[src/rtl/cpu_ctrl_pkg.sv]
// +----------------------------------------------------------------------------+
// | cpu_ctrl_pkg                                                               |
// | Shared types and encodings for the multi-cycle MIPS control unit.          |
// | Revision: 1.0                                                              |
// +----------------------------------------------------------------------------+
`default_nettype none

package cpu_ctrl_pkg;

  typedef enum logic [2:0] {
    ST_FETCH  = 3'd0,
    ST_DECODE = 3'd1,
    ST_EXEC   = 3'd2,
    ST_MEM    = 3'd3,
    ST_WB     = 3'd4,
    ST_TRAP   = 3'd5
  } state_e;

  localparam logic [2:0] OP_ADD  = 3'd0;
  localparam logic [2:0] OP_SLI  = 3'd1;
  localparam logic [2:0] OP_J    = 3'd2;
  localparam logic [2:0] OP_JAL  = 3'd3;
  localparam logic [2:0] OP_LW   = 3'd4;
  localparam logic [2:0] OP_SW   = 3'd5;
  localparam logic [2:0] OP_BEQ  = 3'd6;
  localparam logic [2:0] OP_ADDI = 3'd7;

  localparam logic [1:0] ALU_OP_ADD  = 2'b00;
  localparam logic [1:0] ALU_OP_SUB  = 2'b01;
  localparam logic [1:0] ALU_OP_SLI  = 2'b10;
  localparam logic [1:0] ALU_OP_ADDI = 2'b11;

  localparam logic [1:0] DEST_RT = 2'b00;
  localparam logic [1:0] DEST_RD = 2'b01;
  localparam logic [1:0] DEST_RA = 2'b10;

  localparam logic [1:0] M2R_ALU = 2'b00;
  localparam logic [1:0] M2R_MEM = 2'b01;
  localparam logic [1:0] M2R_PC4 = 2'b10;

  typedef struct packed {
    logic       imem_rd;
    logic       ir_wr;
    logic       pc_wr;
    logic [1:0] dest_reg;
    logic [1:0] mem_to_reg;
    logic [1:0] alu_opcode;
    logic       jump;
    logic       branch;
    logic       mem_rd;
    logic       mem_wr;
    logic       alu_src;
    logic       reg_wr;
    logic       sign_or_zero;
    logic       instr_done;
    logic       trap;
  } ctrl_t;

  // Control word presented while reset is held: everything idle, sign-extend.
  function automatic ctrl_t ctrl_reset();
    ctrl_reset              = '0;
    ctrl_reset.sign_or_zero = 1'b1;
  endfunction

endpackage

`default_nettype wire

[src/rtl/cpu_ctrl_decode.sv]
// +----------------------------------------------------------------------------+
// | cpu_ctrl_decode                                                            |
// | Combinational control word from state, latched opcode and ready inputs.   |
// | Optional feature macro: CPU_CTRL_TRAP_EN (drives trap in TRAP state).      |
// | Revision: 1.0                                                              |
// +----------------------------------------------------------------------------+
`default_nettype none

module cpu_ctrl_decode
  import cpu_ctrl_pkg::*;
(
  input  state_e     state,
  input  logic [2:0] op_q,
  input  logic       halt,
  input  logic       imem_ready,
  input  logic       dmem_ready,
  output ctrl_t      ctrl
);

  always_comb begin
    ctrl              = '0;
    ctrl.sign_or_zero = (op_q != OP_SLI);
    case (state)
      ST_FETCH: begin
        ctrl.imem_rd = !halt;
        if (imem_ready && !halt) begin
          ctrl.ir_wr = 1'b1;
          ctrl.pc_wr = 1'b1;
        end
      end
      ST_EXEC: begin
        case (op_q)
          OP_ADD: begin
            ctrl.alu_opcode = ALU_OP_ADD;
          end
          OP_SLI: begin
            ctrl.alu_opcode = ALU_OP_SLI;
            ctrl.alu_src    = 1'b1;
          end
          OP_LW, OP_SW, OP_ADDI: begin
            ctrl.alu_opcode = ALU_OP_ADDI;
            ctrl.alu_src    = 1'b1;
          end
          OP_BEQ: begin
            ctrl.alu_opcode = ALU_OP_SUB;
            ctrl.branch     = 1'b1;
            ctrl.instr_done = 1'b1;
          end
          OP_J: begin
            ctrl.jump       = 1'b1;
            ctrl.pc_wr      = 1'b1;
            ctrl.instr_done = 1'b1;
          end
          OP_JAL: begin
            ctrl.jump  = 1'b1;
            ctrl.pc_wr = 1'b1;
          end
          default: ;
        endcase
      end
      ST_MEM: begin
        if (op_q == OP_LW) begin
          ctrl.mem_rd = 1'b1;
        end else begin
          ctrl.mem_wr     = 1'b1;
          ctrl.instr_done = dmem_ready;
        end
      end
      ST_WB: begin
        ctrl.reg_wr     = 1'b1;
        ctrl.instr_done = 1'b1;
        case (op_q)
          OP_ADD:  ctrl.dest_reg = DEST_RD;
          OP_JAL:  ctrl.dest_reg = DEST_RA;
          default: ctrl.dest_reg = DEST_RT;
        endcase
        case (op_q)
          OP_LW:   ctrl.mem_to_reg = M2R_MEM;
          OP_JAL:  ctrl.mem_to_reg = M2R_PC4;
          default: ctrl.mem_to_reg = M2R_ALU;
        endcase
      end
`ifdef CPU_CTRL_TRAP_EN
      ST_TRAP: begin
        ctrl.trap = 1'b1;
      end
`endif
      default: ;
    endcase
  end

endmodule

`default_nettype wire

[src/rtl/cpu_multicycle_ctrl.sv]
// +----------------------------------------------------------------------------+
// | cpu_multicycle_ctrl                                                        |
// | Multi-cycle MIPS control FSM: state, latched opcode, retire counter.       |
// | Optional feature macro: CPU_CTRL_TRAP_EN (illegal opcode -> TRAP).         |
// | Revision: 1.0                                                              |
// +----------------------------------------------------------------------------+
`default_nettype none

module cpu_multicycle_ctrl
  import cpu_ctrl_pkg::*;
#(
  parameter int OPCODE_W = 3,
  parameter int CNT_W    = 32
) (
  input  logic                clk,
  input  logic                rst_n,
  input  logic [OPCODE_W-1:0] opcode,
  input  logic                imem_ready,
  input  logic                dmem_ready,
  input  logic                halt,
  output logic                imem_rd,
  output logic                ir_wr,
  output logic                pc_wr,
  output logic [1:0]          dest_reg,
  output logic [1:0]          mem_to_reg,
  output logic [1:0]          alu_opcode,
  output logic                cpu_jump,
  output logic                cpu_branch,
  output logic                cpu_mem_rd,
  output logic                cpu_mem_wr,
  output logic                cpu_alu_src,
  output logic                cpu_reg_wr,
  output logic                sign_or_zero,
  output logic                instr_done,
  output logic [CNT_W-1:0]    instr_count,
  output logic                trap,
  output logic [2:0]          state_o
);

  state_e           r_state;
  state_e           w_next_state;
  logic [2:0]       r_op_q;
  logic [2:0]       w_next_op;
  logic [CNT_W-1:0] r_count;
  logic             w_illegal;
  ctrl_t            w_ctrl;
  ctrl_t            w_out;

  generate
    if (OPCODE_W > 3) begin : g_wide_op
      assign w_illegal = |opcode[OPCODE_W-1:3];
    end else begin : g_narrow_op
      assign w_illegal = 1'b0;
    end
  endgenerate

  cpu_ctrl_decode u_decode (
    .state      (r_state),
    .op_q       (r_op_q),
    .halt       (halt),
    .imem_ready (imem_ready),
    .dmem_ready (dmem_ready),
    .ctrl       (w_ctrl)
  );

  always_comb begin
    w_next_state = r_state;
    w_next_op    = r_op_q;
    case (r_state)
      ST_FETCH: begin
        if (imem_ready && !halt) w_next_state = ST_DECODE;
      end
      ST_DECODE: begin
        // Illegal opcodes collapse to add so the non-trap build still retires them.
        w_next_op    = w_illegal ? OP_ADD : opcode[2:0];
        w_next_state = ST_EXEC;
`ifdef CPU_CTRL_TRAP_EN
        if (w_illegal) w_next_state = ST_TRAP;
`endif
      end
      ST_EXEC: begin
        case (r_op_q)
          OP_J, OP_BEQ:  w_next_state = ST_FETCH;
          OP_LW, OP_SW:  w_next_state = ST_MEM;
          default:       w_next_state = ST_WB;
        endcase
      end
      ST_MEM: begin
        if (dmem_ready) w_next_state = (r_op_q == OP_LW) ? ST_WB : ST_FETCH;
      end
      ST_WB: begin
        w_next_state = ST_FETCH;
      end
`ifdef CPU_CTRL_TRAP_EN
      ST_TRAP: begin
        w_next_state = ST_TRAP;
      end
`endif
      default: begin
        w_next_state = ST_FETCH;
      end
    endcase
  end

  always_ff @(posedge clk) begin
    if (!rst_n) begin
      r_state <= ST_FETCH;
      r_op_q  <= OP_ADD;
      r_count <= '0;
    end else begin
      r_state <= w_next_state;
      r_op_q  <= w_next_op;
      if (w_ctrl.instr_done) r_count <= r_count + CNT_W'(1);
    end
  end

  // Reset overrides the decoded word so nothing is issued in an aborted cycle.
  assign w_out = rst_n ? w_ctrl : ctrl_reset();

  assign imem_rd      = w_out.imem_rd;
  assign ir_wr        = w_out.ir_wr;
  assign pc_wr        = w_out.pc_wr;
  assign dest_reg     = w_out.dest_reg;
  assign mem_to_reg   = w_out.mem_to_reg;
  assign alu_opcode   = w_out.alu_opcode;
  assign cpu_jump     = w_out.jump;
  assign cpu_branch   = w_out.branch;
  assign cpu_mem_rd   = w_out.mem_rd;
  assign cpu_mem_wr   = w_out.mem_wr;
  assign cpu_alu_src  = w_out.alu_src;
  assign cpu_reg_wr   = w_out.reg_wr;
  assign sign_or_zero = w_out.sign_or_zero;
  assign instr_done   = w_out.instr_done;
  assign trap         = w_out.trap;
  assign instr_count  = r_count;
  assign state_o      = rst_n ? r_state : ST_FETCH;

endmodule

`default_nettype wire

[config.mk]
export PLATFORM = sky130hd
export DESIGN_NAME = cpu_multicycle_ctrl
export DESIGN_NICKNAME = d
export VERILOG_FILES = /design/src/rtl/cpu_ctrl_pkg.sv /design/src/rtl/cpu_ctrl_decode.sv /design/src/rtl/cpu_multicycle_ctrl.sv
export SDC_FILE = /design/constraint.sdc
export NUM_CORES = 1
export LEC_CHECK = 0
export BUFFER_PORTS_ARGS = -buffer_cell sky130_fd_sc_hd__buf_2
export CAP_MARGIN = 20
export CORE_MARGIN = 2
export CORE_UTILIZATION = 55
export CTS_CLUSTER_DIAMETER = 150
export DETAILED_ROUTE_END_ITERATION = 10
export PLACE_DENSITY = 0.87
export SYNTH_ARGS = -nofsm -noshare
export SYNTH_HDL_FRONTEND = slang
export SYNTH_SLANG_ARGS = --single-unit
[constraint.sdc]
create_clock -name clk -period 3.8 [get_ports clk]
set_input_delay 0.95 -clock clk [delete_from_list [all_inputs] [get_ports clk]]
set_output_delay 0.95 -clock clk [all_outputs]
set_load 0.1 [all_outputs]
==> results.cfg <==
[routing]
drc = 0
ant_nets = 0
first_pass_iters = 4
routed_wl_mm = 4.82
wire_per_inst_um = 13.6
avgViaCountPerCell = 5.70
dr.first_iter.drc_count = 107
vias = 2023

[clocking]
ctsResizeCount = 0
htreeDepth = 2
clk_pin_slew_ns = 0.07
cts_buffer_depth = 2
cts_tree = yes
cts_setup_buffers = 0
cts-root-buf = clkbuf_8
cts_buffers = 5
cts-hold-fix-buffers = 0
cts.sinks = 38
clk_latency_ns = 0.29

[yosys]
ys_ff_latch = 38
ys_warn_count = 0
synthDistinctLibCells = 48
async_flop_share = 0
netlist.area_leader.share = 0.374
yosys-top-cells-count = dfxtp_1, nor2_1, a21oi_1, nand2_1, xor2_1
yosys-top-cells-area = dfxtp_1, xor2_1, nor2_1
yosysMostFrequentCell = dfxtp_1
syn-instance-count = 251
synthesis.nets = 260
synth-edff-count = 0
syn_avg_cell_area_um2 = 8.11
syn_area_um2 = 2040
yosysTopAreaCell = dfxtp_1
synth_top_flop_cell = dfxtp_1
seq_area_frac_synth = 0.374

[sta]
fmax_mhz = 305
report.final.slew_viol_count = 0
setup_viol = 0
timing.setup.tns_ns = 0
tightest_slew_ns = 0.720
finalCriticalPeriod_ns = 3.28
final.setup_skew_ns = 0.00975
timing.final.ws_setup_ns = 0.518
finalHoldViolations = 0
finalCritPeriodShare = 0.864
slew_headroom = 0.515
rsz0062_at_grt = false

[die]
io_pins = 61
num_rows = 22
core_um2 = 3610
die_h_um = 64.8
die_w_um = 64.8
die_area_um2 = 4200
start_util = 0.565

[power]
power_density_nw_per_um2 = 317
intPower_uw = 568
p_leak_nw = 1.02
p_total_uw = 783
p_switching_uw = 216
comb_power_share = 0.110
ir_drop_v = 0.000242
clkPwrFrac = 0.362
netSwitchingFraction = 0.275
p_seq_frac = 0.528

[setup_path]
required_ns = 2.85
crit_path_max_fanout = 15
reg2reg_to = instr_count[29]
crit_arrival_ns = 2.33
reg2reg_from = r_state[1]
r2r_slack_ns = 1.26
endpoint = instr_done
critPathLaunch = r_state[1]
start_kind = register
path_class = register to primary output
endpoint_kind = primary output
ff2ff_path_depth = 5

[placement]
post_dp_cell_area_um2 = 2380
place.gp.congestion = 0.832
port_buffers = 59
dp_slack_ns = 0.609
dp_hpwl_mm = 3.43

[final_layout]
nNetsFinal = 315
final_layout_size_suffix_gt1_frac = 0.277
antenna_cells = 0
final_core_util = 0.686
final_area_um2 = 2470
area.growth.synth_to_final_pct = 21.6

[worst_hold_path]
hp-class = register to register

[global_route]
grt_max_degree = 37
antenna_found_initial = 0
track_usage = 0.240
grt_pass1_vias = 1738
grt_overflow = 0
grt_pass1_wl_mm = 8.00

[flow_run]
drv_cap = 0

[run_status]
status = finished, final reports clean
==> power by group through the flow <==
stage,sequential [mW],clock [mW],combinational [mW]
floorplan,0.419,0,0.0743
global placement,0.423,0,0.0848
detailed placement,0.423,0,0.0857
CTS,0.414,0.285,0.0859
global route,0.415,0.308,0.0915
finish,0.414,0.284,0.0860
==> sequential cells by signal, summed over array words and instances, names as in the netlist <==
register and cells:
instr_count 32, r_state 3, r_op_q 3
==> cells by family (layout without fill, tap and decap cells) <==
family          after synthesis  after routing  synth area share
flops                        38             38             0.374
fa+ha+maj                     2              2            0.0111
mux                           2              2           0.00983
simple gates                113            113             0.312
buf+inv                      23             79            0.0498
compound gates               58             58             0.181
other cells                   1              1           0.00184
xor+xnor                     14             14            0.0602
==> critical path: stages, from the launching register on <==
cell and delay (ns):
dfxtp_1 0.62, nand4bb_1 0.23, a21oi_1 0.46, nor2_1 0.18
nor2_1 0.12, buf_2 0.43
==> layout make-up <==
| class | instances | area [um^2] |
|---|---|---|
| Clock buffer | 7 | 86.3 |
| Inverter | 11 | 41.3 |
| Multi-Input combinational cell | 190 | 1220 |
| Sequential cell | 38 | 761 |
| Timing Repair Buffer | 60 | 303 |
| Clock inverter | 1 | 5.00 |
| Fill cell | 299 | 1130 |
| Tap cell | 48 | 60.1 |
==> worst min path at each step <==
| stage | from | endpoint | cells past startpoint |
|---|---|---|---|
| 2_1_floorplan | r_op_q[2] | r_op_q[2] | 2 |
| 3_3_place_gp | instr_count[31] | instr_count[31] | 2 |
| 3_5_place_dp | instr_count[31] | instr_count[31] | 2 |
| 4_1_cts | instr_count[31] | instr_count[31] | 2 |
| 5_1_grt | instr_count[31] | instr_count[31] | 2 |
| 6_report | instr_count[31] | instr_count[31] | 2 |
==> cell usage in the layout, fill, tap and decap left out, drive strengths merged, types with 5 or more instances in the layout <==
master	instances
o211ai	6
nand3	7
nor3	7
or4	6
nor2	31
clkbuf	7
dfxtp	38
inv	11
o2111ai	7
and2	5
xor2	14
o21ai	18
nand4	6
nand2b	7
buf	60
nand2	18
a21oi	18
or3	10
==> metrics by stage <==
step / hold slack, ns / instances
finish: 0.486 / 355
global route: 0.509 / 355
CTS: 0.484 / 355
detailed placement: 0.474 / 347
global placement: 0.467 / 347
floorplan: 0.524 / 251
==> metal layers <==
layer | global-route usage | up-vias | share of wire
met4 | 0.0691 | 0 | 0.0093
met2 | 0.393 | 82 | 0.46
met5 | 0 | - | 0
met1 | 0.315 | 922 | 0.46
met3 | 0.0556 | 5 | 0.077
li1 | - | 1014 | -
Power figures use the tool's default switching activity.
